$ cat src/rtl/alarm_clock_core_pkg.sv
// Shared constants and helpers for the alarm clock core.
//   - Time-field limits (seconds, minutes, hours of the internal 24-hour count)
//   - Alarm reset defaults
//   - Button bit positions within the btn bus
//   - Set-mode adjustment kinds and wrap/format helpers
package alarm_clock_core_pkg;

  localparam logic [5:0] SEC_MAX  = 6'd59;
  localparam logic [5:0] MIN_MAX  = 6'd59;
  localparam logic [5:0] HOUR_MAX = 6'd23;

  localparam logic [5:0] ALARM_HOUR_RST = 6'd6;
  localparam logic [5:0] ALARM_MIN_RST  = 6'd0;

  localparam int unsigned BTN_MIN_INC  = 0;
  localparam int unsigned BTN_HOUR_INC = 1;
  localparam int unsigned BTN_MIN_DEC  = 2;
  localparam int unsigned BTN_TARGET   = 3;

  typedef enum logic [2:0] {
    ADJ_NONE,
    ADJ_TOGGLE,
    ADJ_MIN_INC,
    ADJ_MIN_DEC,
    ADJ_HOUR_INC
  } adj_e;

  function automatic logic [5:0] wrap_inc(input logic [5:0] v, input logic [5:0] max);
    return (v == max) ? '0 : v + 6'd1;
  endfunction

  function automatic logic [5:0] wrap_dec(input logic [5:0] v, input logic [5:0] max);
    return (v == '0) ? max : v - 6'd1;
  endfunction

  // Internal 0..23 hour to 12-hour display value 1..12.
  function automatic logic [5:0] hour_to_12h(input logic [5:0] h);
    if (h == '0)
      return 6'd12;
    else if (h > 6'd12)
      return h - 6'd12;
    else
      return h;
  endfunction

endpackage

$ cat src/rtl/alarm_clock_core_prescaler.sv
// tick_prescaler: divides clk down to a one-second tick.
//   clk  - system clock
//   rst  - synchronous active-high reset, clears the count
//   run  - count advances only while high, otherwise it holds
//   tick - high during the cycle in which the count sits at CLK_DIV-1
//          while running; the count wraps to 0 on that edge
module tick_prescaler #(
  parameter int unsigned CLK_DIV = 100000000
) (
  input  logic clk,
  input  logic rst,
  input  logic run,
  output logic tick
);

  localparam int unsigned CW = $clog2(CLK_DIV);
  localparam logic [CW-1:0] LAST = CW'(CLK_DIV - 1);

  logic [CW-1:0] cnt_q, cnt_d;

  assign tick = run && (cnt_q == LAST);

  always_comb begin
    cnt_d = cnt_q;
    if (run)
      cnt_d = tick ? '0 : cnt_q + CW'(1);
  end

  always_ff @(posedge clk) begin
    if (rst)
      cnt_q <= '0;
    else
      cnt_q <= cnt_d;
  end

endmodule

$ cat src/rtl/alarm_clock_core.sv
// alarm_clock_core: timekeeping, set-mode adjustment and alarm ringing.
//   clk, rst      - clock and synchronous active-high reset
//   enb           - timekeeping enable
//   set_mode      - 1 = setting mode, timekeeping frozen
//   btn[3:0]      - button levels: [0] min+1, [1] hour+1, [2] min-1, [3] toggle target
//   alarm_en      - alarm armed
//   hour/min/sec  - displayed time (hour 1..12 with pm when FMT_12H, else 0..23)
//   pm            - afternoon flag in 12-hour mode, 0 otherwise
//   alarm_hour/alarm_min - alarm setting, 24-hour
//   target_alarm  - set-mode target: 0 time, 1 alarm
//   ringing       - alarm active
//   tick          - one-cycle pulse per second tick
// All outputs come straight from registers.
module alarm_clock_core
  import alarm_clock_core_pkg::*;
#(
  parameter int unsigned CLK_DIV   = 100000000,
  parameter bit          FMT_12H   = 1'b0,
  parameter int unsigned ALARM_LEN = 60
) (
  input  logic       clk,
  input  logic       rst,
  input  logic       enb,
  input  logic       set_mode,
  input  logic [3:0] btn,
  input  logic       alarm_en,
  output logic [5:0] hour,
  output logic [5:0] min,
  output logic [5:0] sec,
  output logic       pm,
  output logic [5:0] alarm_hour,
  output logic [5:0] alarm_min,
  output logic       target_alarm,
  output logic       ringing,
  output logic       tick
);

  localparam int unsigned RW = $clog2(ALARM_LEN + 1);
  localparam logic [5:0] HOUR_DISP_RST = FMT_12H ? 6'd12 : 6'd0;

  logic [3:0]    btn_q, press_q;
  logic [5:0]    sec_q, sec_d, min_q, min_d, hour_q, hour_d;
  logic [5:0]    alarm_hour_q, alarm_hour_d, alarm_min_q, alarm_min_d;
  logic [5:0]    disp_hour_q, disp_hour_d;
  logic          pm_q, pm_d;
  logic          target_q, target_d;
  logic          ring_q, ring_d;
  logic [RW-1:0] ring_cnt_q, ring_cnt_d;
  logic          tick_q;
  logic          sec_tick;
  logic          match;
  adj_e          adj;

  tick_prescaler #(
    .CLK_DIV (CLK_DIV)
  ) u_prescaler (
    .clk  (clk),
    .rst  (rst),
    .run  (enb && !set_mode),
    .tick (sec_tick)
  );

  always_comb begin
    adj = ADJ_NONE;
    if (set_mode) begin
      if (press_q[BTN_TARGET])
        adj = ADJ_TOGGLE;
      else if (press_q[BTN_MIN_INC])
        adj = ADJ_MIN_INC;
      else if (press_q[BTN_MIN_DEC])
        adj = ADJ_MIN_DEC;
      else if (press_q[BTN_HOUR_INC])
        adj = ADJ_HOUR_INC;
    end
  end

  always_comb begin
    sec_d        = sec_q;
    min_d        = min_q;
    hour_d       = hour_q;
    alarm_hour_d = alarm_hour_q;
    alarm_min_d  = alarm_min_q;
    target_d     = target_q;
    ring_d       = ring_q;
    ring_cnt_d   = ring_cnt_q;

    // Ticks only happen outside set_mode, so they never collide with adjustments.
    if (sec_tick) begin
      sec_d = wrap_inc(sec_q, SEC_MAX);
      if (sec_q == SEC_MAX) begin
        min_d = wrap_inc(min_q, MIN_MAX);
        if (min_q == MIN_MAX)
          hour_d = wrap_inc(hour_q, HOUR_MAX);
      end
    end

    unique case (adj)
      ADJ_TOGGLE:  target_d = !target_q;
      ADJ_MIN_INC: begin
        if (target_q)
          alarm_min_d = wrap_inc(alarm_min_q, MIN_MAX);
        else begin
          min_d = wrap_inc(min_q, MIN_MAX);
          sec_d = '0;
        end
      end
      ADJ_MIN_DEC: begin
        if (target_q)
          alarm_min_d = wrap_dec(alarm_min_q, MIN_MAX);
        else begin
          min_d = wrap_dec(min_q, MIN_MAX);
          sec_d = '0;
        end
      end
      ADJ_HOUR_INC: begin
        if (target_q)
          alarm_hour_d = wrap_inc(alarm_hour_q, HOUR_MAX);
        else
          hour_d = wrap_inc(hour_q, HOUR_MAX);
      end
      default: ;
    endcase

    // A match is the tick that rolls seconds to 0 onto the alarm minute.
    match = sec_tick && alarm_en && (sec_q == SEC_MAX) &&
            (hour_d == alarm_hour_q) && (min_d == alarm_min_q);

    // Stop conditions outrank a fresh match, so a press on the match tick wins.
    if ((|press_q) || !alarm_en || set_mode) begin
      ring_d     = 1'b0;
      ring_cnt_d = '0;
    end else if (match) begin
      ring_d     = 1'b1;
      ring_cnt_d = '0;
    end else if (ring_q && sec_tick) begin
      if (ring_cnt_q == RW'(ALARM_LEN - 1)) begin
        ring_d     = 1'b0;
        ring_cnt_d = '0;
      end else begin
        ring_cnt_d = ring_cnt_q + RW'(1);
      end
    end

    disp_hour_d = FMT_12H ? hour_to_12h(hour_d) : hour_d;
    pm_d        = FMT_12H && (hour_d >= 6'd12);
  end

  always_ff @(posedge clk) begin
    if (rst) begin
      btn_q        <= '0;
      press_q      <= '0;
      sec_q        <= '0;
      min_q        <= '0;
      hour_q       <= '0;
      alarm_hour_q <= ALARM_HOUR_RST;
      alarm_min_q  <= ALARM_MIN_RST;
      target_q     <= 1'b0;
      ring_q       <= 1'b0;
      ring_cnt_q   <= '0;
      tick_q       <= 1'b0;
      disp_hour_q  <= HOUR_DISP_RST;
      pm_q         <= 1'b0;
    end else begin
      btn_q        <= btn;
      press_q      <= btn & ~btn_q;
      sec_q        <= sec_d;
      min_q        <= min_d;
      hour_q       <= hour_d;
      alarm_hour_q <= alarm_hour_d;
      alarm_min_q  <= alarm_min_d;
      target_q     <= target_d;
      ring_q       <= ring_d;
      ring_cnt_q   <= ring_cnt_d;
      tick_q       <= sec_tick;
      disp_hour_q  <= disp_hour_d;
      pm_q         <= pm_d;
    end
  end

  assign hour         = disp_hour_q;
  assign min          = min_q;
  assign sec          = sec_q;
  assign pm           = pm_q;
  assign alarm_hour   = alarm_hour_q;
  assign alarm_min    = alarm_min_q;
  assign target_alarm = target_q;
  assign ringing      = ring_q;
  assign tick         = tick_q;

endmodule

$ cat config.mk
export PLATFORM = sky130hd
export DESIGN_NAME = alarm_clock_core
export DESIGN_NICKNAME = d
export VERILOG_FILES = /design/src/rtl/alarm_clock_core_pkg.sv /design/src/rtl/alarm_clock_core_prescaler.sv /design/src/rtl/alarm_clock_core.sv
export SDC_FILE = /design/constraint.sdc
export NUM_CORES = 1
export LEC_CHECK = 0
export CELL_PAD_IN_SITES_DETAIL_PLACEMENT = 0
export CELL_PAD_IN_SITES_GLOBAL_PLACEMENT = 1
export CORE_UTILIZATION = 48
export CTS_CLUSTER_DIAMETER = 150
export DETAILED_ROUTE_END_ITERATION = 12
export DONT_BUFFER_PORTS = 1
export PLACE_DENSITY = 0.79
export REMOVE_ABC_BUFFERS = 1
export SLEW_MARGIN = 5
export SYNTH_ARGS = -nofsm -noshare
export SYNTH_HDL_FRONTEND = slang
export SYNTH_SLANG_ARGS = --single-unit
$ cat constraint.sdc
create_clock -name clk -period 3.08 [get_ports clk]
set_input_delay 0.462 -clock clk [delete_from_list [all_inputs] [get_ports clk]]
set_output_delay 0.462 -clock clk [all_outputs]
set_load 0.005 [all_outputs]
==> Word level (Yosys, flattened, before mapping) <==
Index checks and enable logic that the tools add are counted.
{ "classes": {"n_addsub": 9, "n_eq_ne": 15, "muxes": 33, "bitwise": 2, "reduce_logical": 24} }
{ "op_table": {"columns": ["op", "n"], "rows": [
  ["two-way mux 6 bit", 22],
  ["adder 6 x 1 -> 6 bit, second input constant", 6],
  ["adder 27 x 1 -> 27 bit, second input constant", 1],
  ["== test 27 bit, second input constant", 1],
  ["two-way mux 27 bit", 1],
  ["== test 6 bit, second input constant", 4],
  ["case mux 6 bit (2 select lines)", 2],
  ["two-way mux 3 bit", 5],
  ["== test 6 x 5 -> 1 bit, second input constant", 2],
  ["== test 6 bit", 2],
  ["zero test 6 bit", 2],
  ["subtractor 6 x 1 -> 6 bit, second input constant", 2],
  ["logical AND 1 bit", 7],
  ["== test 3 x 2 -> 1 bit, second input constant", 2],
  ["nonzero test 2 bit", 3],
  ["bitwise AND 4 bit", 1],
  ["!= test 2 bit, second input constant", 2],
  ["NOT 4 bit", 1],
  ["AND reduction 2 bit", 2],
  ["OR reduction 2 bit", 2],
  ["OR reduction 4 bit", 1],
  ["== test 3 x 1 -> 1 bit, second input constant", 1],
  ["== test 3 bit, second input constant", 1],
  ["zero test 1 bit", 3],
  ["other kinds (4)", 7]
]} }
{ "word_totals": {"regBits": 74, "out_inout_bits": 34, "word_cells": 95} }

==> Longest topological paths before layout <==
Gate-level depths: netlist of the first run.
{ "depth": {"word_depth": 12, "ltp_mapped": 11, "depth_no_buf": 10} }

==> By module <==
From an unflattened synthesis of the first run, not the netlist that was laid out.
{ "unflattened": {"hier_cells": 504, "hier_area_um2": 4226.6} }
{ "modules_own_cells": {"columns": ["module", "n_inst", "cells_per_inst", "area_per_inst_um2", "seq_area_each_um2"], "rows": [
  ["alarm_clock_core", 1, 353, 2876.5, 940.9],
  ["tick_prescaler", 1, 151, 1350.0, 540.5]
]} }

==> Least setup slack after synthesis of the first run <==
No wires, ideal clock.
{ "synth_path": {"kind": "flip-flop to flip-flop", "from": "reg u_prescaler.cnt_q[0]", "to": "reg ring_q, in the netlist ringing", "setup_time_ps": 74, "arrival_time_ps": 2750, "path_slack_ps": 256, "path_stages_with_launch": 11, "path_cell_list": "dfxtp_1 > ha_1 > nand3_2 > or4_1 > buf_2 > o41a_1 > a311o_1 > xnor2_2 > o21ai_1 > or4_1 > a21oi_1"} }
{ "synth_via": {"elab_chain_len": 10, "word_cells_on_any_way": 20} }
{ "synth_lines": {"columns": ["item", "line", "text"], "rows": [
  ["start, declared", "alarm_clock_core_prescaler.sv:19", "logic [CW-1:0] cnt_q, cnt_d;"],
  ["start signal, assigned", "alarm_clock_core_prescaler.sv:33", "cnt_q <= cnt_d;"],
  ["== test 27 bit (*)", "alarm_clock_core_prescaler.sv:21", "assign tick = run && (cnt_q == LAST);"],
  ["logical AND 1 bit (*)", "alarm_clock_core_prescaler.sv:21", null],
  ["two-way mux 6 bit", "alarm_clock_core.sv:88", "if (sec_tick) begin"],
  ["two-way mux 6 bit", "alarm_clock_core.sv:116", "if (target_q)"],
  ["two-way mux 6 bit", "alarm_clock_core.sv:97", "unique case (adj)"],
  ["== test 6 bit", "alarm_clock_core.sv:126", "(hour_d == alarm_hour_q) && (min_d == alarm_min_q);"],
  ["logical AND 1 bit", "alarm_clock_core.sv:125", "match = sec_tick && alarm_en && (sec_q == SEC_MAX) &&"],
  ["logical AND 1 bit", "alarm_clock_core.sv:126", null],
  ["nonzero test 2 bit (no line)", null, null],
  ["AND reduction 2 bit (no line)", null, null],
  ["end signal, assigned", "alarm_clock_core.sv:172", "ring_q <= ring_d;"],
  ["end, declared", "alarm_clock_core.sv:47", "logic ring_q, ring_d;"]
]} }
Mark *: on every way between the ends. The rest lies on a longest branch, timed or not.
A chain may end at the register's enable or synchronous reset.

==> Final worst setup path of the first run <==
Ends and elaborated chain as after synthesis.

==> out/results.txt, run 1 <==
The flow ran to the end, and the final reports show no timing, DRC or antenna violations. Origin of the critical flop-to-flop path: u_prescaler.cnt_q[0]. The depth of the worst hold-timing path was 1; the number of port buffers was 0. Walking the worst path, the cells encountered are ha_2 > nand3_2 > buf_4 > or3_4 > nor4_4 > buf_4 > mux2i_2 > a211o_1 > o2111ai_2 > or4_1 > a21oi_1.

Setup violations remaining at the end of the flow were counted as 0. During synthesis, Yosys emitted a total of 0 warnings. Setup repair after global routing left no endpoint under its margin. For the worst setup path, the data arrival time is 3220 ps.

Cells with a size suffix above 1 make up 13.08% of the layout. Top-level I/O count: 43. The synthesized netlist occupies a cell area of 0.004279 mm2. For the hold violation count in the final report, the log shows 0. The sort of element at the end of the critical path was a register.

After clock tree synthesis, the clock-pin slew on the worst setup and hold paths is 90 ps. The classification of the worst-slack hold path is input port to register. For the worst setup path, the data required time is 3360 ps.

For this run, the detailed router's first-pass iteration total came to 4. The worst register-to-register path has a depth of 11. The longest clock path from root to sink contains 2 buffers.

The tools report the launch instance of the worst min-delay path as rst. The worst hold path terminates at alarm_hour[5]. The tools report the count of different cell masters after synthesis as 69. dfxtp_1 takes more of the synthesized area than any other cell. The relative max-transition margin is 63.60%. Number of clock sinks: 74. The logs give 651 for the post-route non-filler standard cell count and 0.008678 mm2 for the core footprint. In this design, the critical path's most frequently occurring cell is buf_4.

Wires add up to 11.05 mm. The total instance count after detailed placement is 635. The residual DRC count came out at 0. The post-route antenna net violation count is 0. The peak supply drop was 251.4 uV; the growth of design area from synthesis to finish was 12.87%. The worst stage delay on the critical path came out at 570 ps. The commonest cells after synthesis are nor2_1, dfxtp_1, nand2_1. Counting the fill cells in the layout gives 859. Worst-path maximum fanout: 5. The wire-length estimate of the detail-placed layout is 8.024 mm. The wire length of the first global-routing pass is 17.06 mm, and the total die area is 0.009297 mm2. The tools report the clock tree root driver cell as clkbuf_8. The number of violations of the max-capacitance limit is 0, and the static leakage is 1.711 nW. Startpoint kind of the worst setup timing path: a register. The via count of the first global-routing pass came out at 3541. The most critical setup path has its startpoint at u_prescaler.cnt_q[0]. Routability-driven placement finished with a final weighted congestion of 0.9257. After detailed routing, the number of vias per cell comes to 5.899. Power spread over the standard cell area amounts to 428.4 mW/mm2. Final worst clock skew: 11.36 ps. In the post-route analysis, the smallest setup slack over all paths is 142.9 ps.

At the end of the flow the core is filled with cells to 55.65%. The initial utilization of the core area, before any placement, comes to 49.31%. The number of hold buffers added after CTS was 0.

The die outline width was 96.42 um; the number of CTS-inserted buffers was 9. The logs give 340.5 MHz for the top achievable clock speed and 557 for the number of nets in the layout. The sum of overflow across all layers after global routing is 0, and the power after layout is 0.002069 W. 0 antenna diodes ended up in the layout. The initial antenna violation count was 0.

The actual transition at the worst max-transition pin was 545.2 ps. The end of the worst register-to-register path was ringing. The number of design-rule violations left by the first detailed-router iteration came out at 172.

Share of the cycle needed by the critical path after routing: 95.36%. The later pin in the worst-skew pair is clocked with a latency of 360 ps. Dividing the detail-routed wire length by the instance count gives 16.98 um.

Entering global routing, the biggest net connects 35 pins. In this run the cell area measured after placement is 0.004492 mm2. For the number of rows in the core area, the log shows 34. By area the synthesized netlist is led by dfxtp_1, nor2_1, xor2_1. A synthesized cell averages 8.104 um2. In this run the biggest area consumer among cell types represents 34.62% of the synthesized area.

Sequential elements use 34.62% of the synthesized area. After technology mapping, the gate count stands at 528. In this run, synthesis inferred 0 flip-flops with an integrated enable.

The minimum setup slack after placement was -56.68 ps. The finished cells cover 0.004830 mm2. The cell with the most instances after synthesis was nor2_1. For the reg2reg setup slack, the log shows 140 ps. The run gives 24.19% as the global router's overall resource usage. For this design, the slowest cell found on the critical path is or4_1. For this block, the via count after detailed routing is 3840.

The most used flip-flop cell after synthesis is dfxtp_1. By startpoint and endpoint, the worst setup path is classified as register to register. The total count of max-transition violations in the final report was 0; the share of flip-flops with an asynchronous set or reset after synthesis was 0%. Once the clock tree was built, the setup fixing pass inserted 0 buffers.

The die is 96.42 um tall. The run gives 3 as the number of H-tree levels. The flip-flop and latch count after synthesis is 74, and the minimum period implied by the final worst setup slack is 2937 ps.

TritonCTS built the clock tree.
## report_power, final
| group | total, W | switching (W) | internal [W] | leakage [nW] |
|---|---|---|---|---|
| sequential | 0.000992 | 0.0000223 | 0.000970 | 0.600 |
| combinational | 0.000132 | 0.0000750 | 0.0000566 | 0.990 |
| clock | 0.000945 | 0.000402 | 0.000543 | 0.121 |
| total | 0.00207 | 0.000499 | 0.00157 | 1.71 |
## cell families (layout without fill, tap and decap cells)
group	Yosys count	in the layout	synth area share [%]
compound gates	97	97	15.41
fa+ha+maj	10	10	2.924
simple gates	263	263	32.75
buf+inv	34	49	3.158
mux	4	4	0.9649
flops	74	74	34.62
xor+xnor	45	45	10.09
other cells	1	1	0.08764
## metal layers
layer | share of wire [%] | track usage [%]
met5 | 0 | 0
met1 | 47 | 31.81
met2 | 45 | 38.89
met3 | 6.0 | 5.399
met4 | 1.6 | 8.701
## placed cells by master, fill, tap and decap left out, types with 7 or more instances in the layout
cell / Yosys / final
ha_1: 10 / 9
nand4_1: 16 / 16
o211ai_1: 7 / 7
nor2_1: 76 / 76
xnor2_1: 18 / 18
or3_1: 12 / 11
nand2_1: 42 / 41
nor3_1: 17 / 17
inv_1: 11 / 11
and3_1: 10 / 10
xor2_1: 24 / 24
o21ai_0: 19 / 18
nand3_1: 25 / 25
nor2b_1: 15 / 14
buf_4: 1 / 22
clkbuf_8: 0 / 9
a211oi_1: 7 / 7
dfxtp_1: 74 / 71
a21oi_1: 26 / 26
nand4b_1: 7 / 7
## how the worst max path moves through the flow
stage / end / slack [ps]
floorplan: ringing / -310
global placement: ring_cnt_q[4] / -100
detailed placement: ring_cnt_q[1] / -60
CTS: ringing / 20
global route: ringing / 10
finish: ringing / 140
## through the flow
stage | TNS [ps] | hold slack [ps]
2_1_floorplan | -1234 | 367.4
3_3_place_gp | -289.5 | 374.8
3_5_place_dp | -162.3 | 376.9
4_1_cts | 0 | 152.8
5_1_grt | 0 | 152.8
6_report | 0 | 163.9
## flip-flops by register name, indices dropped and copies added, names as in the netlist
register	count
btn_q	4
target_alarm	1
hour	6
u_prescaler.cnt_q	27
tick	1
alarm_hour	6
min	6
alarm_min	6
ring_cnt_q	6
press_q	4
sec	6
ringing	1
## critical path, delay by kind of cell (launching register included)
kind                     cells  cell delay, ps
AO/OA/AOI/OAI                3             480
adder cells (fa/ha/maj)      1             190
buffers and inverters        2             340
flip-flops                   1             350
multiplexers                 1             230
AND/OR/NAND/NOR              4            1270
## cell type report
cell class	instances	area, um2	share of cell area, %
Sequential cell	74	1485	30.75
Clock inverter	6	112.6	2.332
Clock buffer	10	127.6	2.642
Multi-Input combinational cell	420	2763	57.20
Timing Repair Buffer	22	165.2	3.420
Inverter	11	41.29	0.8549
Tap cell	108	135.1	2.798
## repair_timing
action / in CTS / in global routing
setup endpoints to repair: 3 / 7
gates resized for setup: 1 / 21
pin swaps: 0 / 3
hold endpoints to repair: 0 / 0
No activity file was read; power rests on OpenSTA's default activity.
==> run 2, diff against run 1 <==
--- a/config.mk
+++ b/config.mk
@@ -7,11 +7,11 @@
 export LEC_CHECK = 0
 export CELL_PAD_IN_SITES_DETAIL_PLACEMENT = 0
 export CELL_PAD_IN_SITES_GLOBAL_PLACEMENT = 1
-export CORE_UTILIZATION = 48
+export CORE_UTILIZATION = 43
 export CTS_CLUSTER_DIAMETER = 150
 export DETAILED_ROUTE_END_ITERATION = 12
 export DONT_BUFFER_PORTS = 1
-export PLACE_DENSITY = 0.79
+export PLACE_DENSITY = 0.75
 export REMOVE_ABC_BUFFERS = 1
 export SLEW_MARGIN = 5
 export SYNTH_ARGS = -nofsm -noshare
==> constraint.sdc (replaced) <==
create_clock -name clk -period 2.5 [get_ports clk]
set_input_delay 0.375 -clock clk [delete_from_list [all_inputs] [get_ports clk]]
set_output_delay 0.375 -clock clk [all_outputs]
set_load 0.005 [all_outputs]
==> run 2 against run 1 <==
Compared with the run above:
- the run now ends with setup timing left
- worst hold slack worse by 94 ps
- sequential cell count stayed put
- clock power is 4.4% higher
- critical path type unchanged
- utilization is 3.5 points higher
- power is 19% higher
- combinational power is 100% higher
- cell count is 22% higher
- highest routed layer unchanged
- setup slack worse by 540 ps
- die area is 11% higher
- maximum frequency is 1.3% higher
==> out/results.txt, run 2 (same netlist as run 1, synthesis figures left out) <==
The run finished, with violations left. The number of port buffers works out to 0 (unchanged). The total vias in the final route came out at 4361 (+14%). Sequential standard cell area: 0.001498 mm2 (+0.84%). The via count of the first global-routing pass was 4048 (+14%); the setup slack of the critical path after layout was -399.5 ps (-542.4 ps). The largest net degree at the start of global routing is 35 (unchanged).

The register with the most flip-flops was u_prescaler.cnt_q. Number of flip-flops in the largest register: 27 (unchanged). The static leakage came out at 2.275 nW (+33%). The number of rows in the core area is 36 (+5.9%), and the die outline width is 101.8 um (+5.5%). The number of design-rule violations left by the first detailed-router iteration was 264 (+53%); the final weighted congestion in routability-driven placement was 0.8632 (-6.8%).

The clock transition at the register clock pins on the worst setup and hold paths after CTS works out to 80 ps (about the same). The maximum buffer depth of the clock tree came out at 2 (unchanged). For the total instance count after detailed placement, the log shows 764 (+20%). TritonCTS built the clock tree. The tools report the number of iterations in the first detailed-routing pass as 5 (+1). The fraction of power consumed by sequential logic was 49.1% (+1.1 points). The run gives 10.8% (+4.4 points) as the combinational share of power.

The post-route non-filler standard cell count is 791 (+22%). The final reports fail on setup timing. Setup repair after global routing could not meet its margin everywhere. The tools report the top-level I/O count as 43 (unchanged). The run gives 7 (+7) as the final count of negative-setup-slack endpoints. Wire length of the first global-routing pass: 20.15 mm (+18%). From synthesis to final layout, the design area changed by 34.44%. The share of the cycle needed by the critical path after routing came out at 116.0% (+21 points). The minimum period implied by the final worst setup slack came out at 2899 ps (-37.62 ps). The tools report the total routed wirelength as 12.48 mm (+13%). The clock tree root driver cell was clkbuf_8.

The switching portion of total power is 25.73% (+1.6 points), and the number of CTS-inserted buffers is 9 (unchanged). The hold violation count in the final report was 0 (unchanged). For the top achievable clock speed, the log shows 344.9 MHz (+1.3%). The worst setup path is captured at a register.

The logs give 0 (unchanged) for the residual DRC count and 0 (unchanged) for the total count of max-transition violations in the final report. The actual transition at the worst max-transition pin is 581.2 ps (+35.96 ps). The logs give 2740 ps (-620 ps) for the required arrival time at the worst endpoint and 0.0006333 W (+27%) for the power spent charging and discharging nets. The number of nets in the layout was 672 (+21%); the post-route antenna net violation count was 0 (unchanged).

The run gives 3140 ps (-80 ps) as the critical path data arrival time. For the initial antenna violation count, the log shows 0 (unchanged). The sum of overflow across all layers after global routing is 0 (unchanged). Type of the worst setup path: register to register. The core footprint was 0.009729 mm2 (+12%); the initial cell density of the core was 43.98% (-5.3 points). Global router's overall resource usage: 25.46% (+1.3 points).

The detailed-route wire length per cell came out at 15.77 um (-7.1%). The logs give 910 (+5.9%) for the fill cell total of the finished layout and 0.01035 mm2 (+11%) for the total die area. The vertical extent of the die came out at 101.8 um (+5.5%).

Most common cell after layout, fill and taps aside: buf_4. The tools report the half-perimeter wire length after placement as 9.326 mm (+16%). The relative max-transition margin is 61.20% (-2.4 points). The vias per cell was 5.513 (-6.5%). The worst hold path belongs to the class input port to register. The power density over the cells was 427.9 mW/mm2 (-0.13%).

The run gives 70.23 ps (-93.64 ps) as the final worst hold slack. Leaving out fill and tap cells, the most frequent cells in the layout are buf_4, nor2_1, dfxtp_1. Area taken by multi-input logic gates: 0.002803 mm2 (+1.4%).

STA classifies the critical path startpoint as a register. For the power after layout, the log shows 0.002462 W (+19%). The tools report the internal cell power as 0.001828 W (+16%). The peak supply drop is 264.1 uV (+5.0%). The tools report the number of inserted diodes as 0 (unchanged).

The number of violations of the max-capacitance limit is 0 (unchanged), and the final worst clock skew is 9.947 ps (-1.409 ps). The logs give 40.1% (-5.6 points) for the clock share of power and 59.13% (+3.5 points) for the post-route core utilization. The worst-path maximum fanout is 7 (+2). The clock latency on the worst-skew pair was 360 ps (about the same). The share of post-route cells with drive strength above 1 is 30.40% (+17 points).

The number of H-tree levels was 3 (unchanged); the number of clock sinks was 74 (unchanged).
==> run 2: cell type report <==
| cell class | count | area share, % |
|---|---|---|
| clock inverters | 5 | 1.087 |
| flip-flops and latches | 74 | 26.03 |
| multi-input cells | 420 | 48.72 |
| clock buffers | 11 | 2.458 |
| repair buffers | 137 | 18.09 |
| inverters | 11 | 0.7177 |
| well taps | 133 | 2.893 |
==> run 2: repair_timing <==
action / 4_1_cts / 5_1_grt
hold buffers: 0 / 0
pin swaps: 16 / 8
endpoints found under the setup margin: 7 / 10
setup buffers: 7 / 4
gates resized for setup: 34 / 6
==> run 2: per-layer routing <==
layer / up-vias / GRT usage, % / share of wire [%]
met5: - / 0 / 0
met2: 108 / 41.58 / 47
met1: 2063 / 32.49 / 46
met3: 23 / 5.107 / 5.5
met4: 0 / 11.15 / 2.2
li1: 2167 / - / -
==> run 2: worst max-delay path, stage by stage (launching register included) <==
cell	delay (ps)
dfxtp_4	380
ha_4	160
nand3_4	80
or4_4	560
o41a_1	330
a311o_1	320
xnor2_2	170
buf_4	140
o21ai_2	50
nor4_2	340
buf_4	200
nor3_1	50
==> run 2: path summary, 6_finish.rpt <==
check / end / startpoint / depth (start not counted) / slack (ps)
worst min-delay path: u_prescaler.cnt_q[0] / rst / 1 / 70
worst max register to register: ring_cnt_q[2] / u_prescaler.cnt_q[0] / 11 / -400
worst max-delay path: ring_cnt_q[2] / u_prescaler.cnt_q[0] / 11 / -400
worst min register to register: press_q[2] / btn_q[2] / 1 / 390
==> run 2: power by group through the flow <==
stage	Sequential [W]	Combinational (W)	Clock, W
after floorplan	0.00124	0.000118	0
after global placement	0.00123	0.000226	0
after detailed placement	0.00124	0.000226	0
after CTS	0.00121	0.000250	0.00101
after global routing	0.00121	0.000289	0.00106
final	0.00121	0.000265	0.000987
==> run 2: metrics by stage <==
| step | setup slack (ps) | instance area, um2 | setup TNS (ps) |
|---|---|---|---|
| 2_1_floorplan | -801.6 | 4185 | -4685 |
| 3_3_place_gp | -576.1 | 5316 | -3198 |
| 3_5_place_dp | -594.0 | 5316 | -3495 |
| 4_1_cts | -286.8 | 5694 | -1875 |
| 5_1_grt | -564.4 | 5753 | -3806 |
| 6_report | -399.5 | 5753 | -2669 |
==> run 3, diff against run 2 <==
--- a/config.mk
+++ b/config.mk
@@ -7,11 +7,12 @@
 export LEC_CHECK = 0
 export CELL_PAD_IN_SITES_DETAIL_PLACEMENT = 0
 export CELL_PAD_IN_SITES_GLOBAL_PLACEMENT = 1
-export CORE_UTILIZATION = 43
+export CORE_MARGIN = 4
+export CORE_UTILIZATION = 48
 export CTS_CLUSTER_DIAMETER = 150
 export DETAILED_ROUTE_END_ITERATION = 12
 export DONT_BUFFER_PORTS = 1
-export PLACE_DENSITY = 0.75
+export PLACE_DENSITY = 0.79
 export REMOVE_ABC_BUFFERS = 1
 export SLEW_MARGIN = 5
 export SYNTH_ARGS = -nofsm -noshare
==> constraint.sdc (replaced) <==
create_clock -name clk -period 2.75 [get_ports clk]
set_input_delay 0.4125 -clock clk [delete_from_list [all_inputs] [get_ports clk]]
set_output_delay 0.4125 -clock clk [all_outputs]
set_load 0.005 [all_outputs]
==> run 3 against run 2 <==
Compared with the run above:
- the flow still finishes with violations (setup timing)
- combinational power shrank 28%
- clock power shrank 5.3%
- maximum frequency grew 0.22%
- clock skew shrank 1.3 ps
- cell area shrank 7.6%
- critical path depth shrank 1
- cell count shrank 9.1%
- largest power group unchanged
==> out/results.txt, run 3 (same netlist as run 1, synthesis figures left out) <==
The setup TNS after final layout is -782.1 ps (+1887 ps). The final reports fail on setup timing. The worst-path maximum fanout was 7 (unchanged); the post-route antenna net violation count was 0 (unchanged). The worst setup path is launched from a register. Detailed-route wire length per cell: 16.40 um (+4.0%). The run gives 3950 (-2.4%) as the via count of the first global-routing pass. In this run the clock root is driven by a clkbuf_8. The logs give 74 (unchanged) for the number of clock sinks and 8.615 ps (-1.332 ps) for the final worst clock skew. In the layout the commonest cells are buf_4, nor2_1, dfxtp_1. The total die area came out at 0.01049 mm2 (+1.3%). The type of the worst setup path is register to register. Top achievable clock speed: 345.6 MHz (+0.22%). The setup slack of the critical path after layout was -143.2 ps (+256.2 ps); the peak supply drop was 385.1 uV (+46%). The number of rows in the core area was 34 (-5.6%); the relative max-transition margin was 62.59% (+1.4 points). The sort of element at the end of the critical path was a register. The area of placed instances was 0.004927 mm2 (-7.3%); the total instance count after detailed placement was 693 (-9.3%). TritonCTS built the clock tree. The logs give 0 (unchanged) for the initial antenna violation count and 49.31% (+5.3 points) for the initial cell density of the core.

The residual DRC count is 0 (unchanged), and the final count of negative-setup-slack endpoints is 7 (unchanged). The total count of max-transition violations in the final report came out at 0 (unchanged). Total routed wirelength: 11.79 mm (-5.5%). The post-route non-filler standard cell count is 719 (-9.1%). The actual transition at the worst max-transition pin was 560.3 ps (-20.85 ps).

Setup repair after global routing could not meet its margin everywhere. The core footprint came out at 0.008678 mm2 (-11%). The power density over the cells was 419.9 mW/mm2 (-1.9%). The final weighted congestion in routability-driven placement was 0.8928 (+3.4%); the die outline width was 102.4 um (+0.65%). The post-layout instance area came out at 0.005318 mm2 (-7.6%). The number of design-rule violations left by the first detailed-router iteration came out at 176 (-33%).

The critical path data arrival time was 3110 ps (-30 ps). The min-delay analysis places its worst path in the category input port to register. Global router's overall resource usage: 23.43% (-2.0 points). The vias per cell was 5.676 (+3.0%); the sum of overflow across all layers after global routing was 0 (unchanged). The tools report the hold violation count in the final report as 0 (unchanged). The clock latency on the worst-skew pair was 340 ps (-20 ps); the total vias in the final route was 4081 (-6.4%). The number of CTS-inserted buffers is 9 (unchanged), and the static leakage is 2.036 nW (-11%). The tools report the number of violations of the max-capacitance limit as 0 (unchanged).

The clock transition at the register clock pins on the worst setup and hold paths after CTS was 80 ps (about the same). The maximum buffer depth of the clock tree is 2 (unchanged), and the number of inserted diodes is 0 (unchanged). The required arrival time at the worst endpoint was 2970 ps (+230 ps); the growth of design area from synthesis to finish was 24.27%. Ranked by flip-flop count, first place goes to u_prescaler.cnt_q. The minimum setup slack after placement is -302.3 ps (+291.7 ps). Leaving out fill and tap cells, the most frequent cell in the layout is buf_4.

Minimum period implied by the final worst setup slack: 2893 ps (-6.245 ps). The number of iterations in the first detailed-routing pass is 4 (-1), and the share of post-route cells with drive strength above 1 is 22.91% (-7.5 points). The hold buffer count at CTS came out at 0 (unchanged).

The run finished, with violations left. The wire length of the first global-routing pass was 19.48 mm (-3.3%). For the number of H-tree levels, the log shows 3 (unchanged). The run gives 43 (unchanged) as the top-level I/O count. The share of the cycle needed by the critical path after routing came out at 105.2% (-11 points). The number of port buffers is 0 (unchanged), and the largest net degree at the start of global routing is 35 (unchanged).

The run gives 625 (-7.0%) as the number of nets in the layout. The vertical extent of the die was 102.4 um (+0.65%); the fill cell total of the finished layout was 782 (-14%). The half-perimeter wire length after placement was 8.881 mm (-4.8%).

The number of flip-flops in the largest register works out to 27 (unchanged).
==> run 3: cell count changes in the layout (fill, tap and decap cells not counted), moves of 2 or more <==
cell,before,now
dfxtp_4,2,0
dfxtp_1,65,67
nor4_1,2,5
buf_4,136,87
nor3_2,4,1
nor4_2,5,2
nor3_1,13,16
nor2_2,2,0
buf_6,0,2
==> run 3: layer usage <==
metal / vias up / track usage (%) / share of wire, % / wire, um
met5: - / 0 / 0 / 0
met4: 0 / 6.761 / 1.1 / 131
met3: 6 / 4.642 / 5.8 / 688
met2: 68 / 37.59 / 46 / 5434
met1: 1927 / 31.94 / 47 / 5537
li1: 2080 / - / - / -
==> run 3: cell type report <==
cell class	instances	area (um2)	area share, %
clock buffer	10	127.6	2.400
clock inverter	6	90.09	1.694
inverter	11	41.29	0.7765
multi-input combinational	420	2753	51.76
sequential	74	1490	28.02
tap	108	135.1	2.541
timing repair buffer	90	680.7	12.80
==> run 3: worst max-delay path: stages (launching register included) <==
cell and delay [ps]:
dfxtp_1 330, nand4_1 200, or4_4 610, o41a_1 330, a311o_1 320, xnor2_2 180
buf_4 130, nand4_1 110, nor4_2 310, buf_4 200, nor3_1 50
==> run 3: repair_timing <==
item / CTS / global route
resized for setup: 21 / 6
pin swaps: 12 / 4
gates cloned: 1 / 0
hold endpoints to repair: 0 / 0
buffers inserted: 8 / 1
setup endpoints to repair: 7 / 7
==> run 3: worst paths after layout <==
| kind | from | endpoint | slack [ps] | cells past startpoint |
|---|---|---|---|---|
| max | u_prescaler.cnt_q[23] | ring_cnt_q[0] | -140 | 10 |
| min | rst | u_prescaler.cnt_q[1] | 130 | 1 |
| max reg2reg | u_prescaler.cnt_q[23] | ring_cnt_q[0] | -140 | 10 |
| min reg2reg | btn_q[3] | press_q[3] | 380 | 1 |
==> run 3: power by group <==
part / internal [W] / switching (W) / total [W]
logic: 0.0000927 / 0.0000978 / 0.000191
clock network: 0.000515 / 0.000420 / 0.000935
registers: 0.00109 / 0.0000209 / 0.00111
total: 0.00169 / 0.000539 / 0.00223
==> run 3: per-stage QoR <==
step	hold slack [ps]	util (%)	total power, W
floorplan	367.4	-	0.001237
global placement	370.8	56.78	0.001295
detailed placement	371.1	56.78	0.001297
CTS	116.6	60.83	0.002242
global route	113.3	61.27	0.002322
finish	126.5	61.27	0.002233
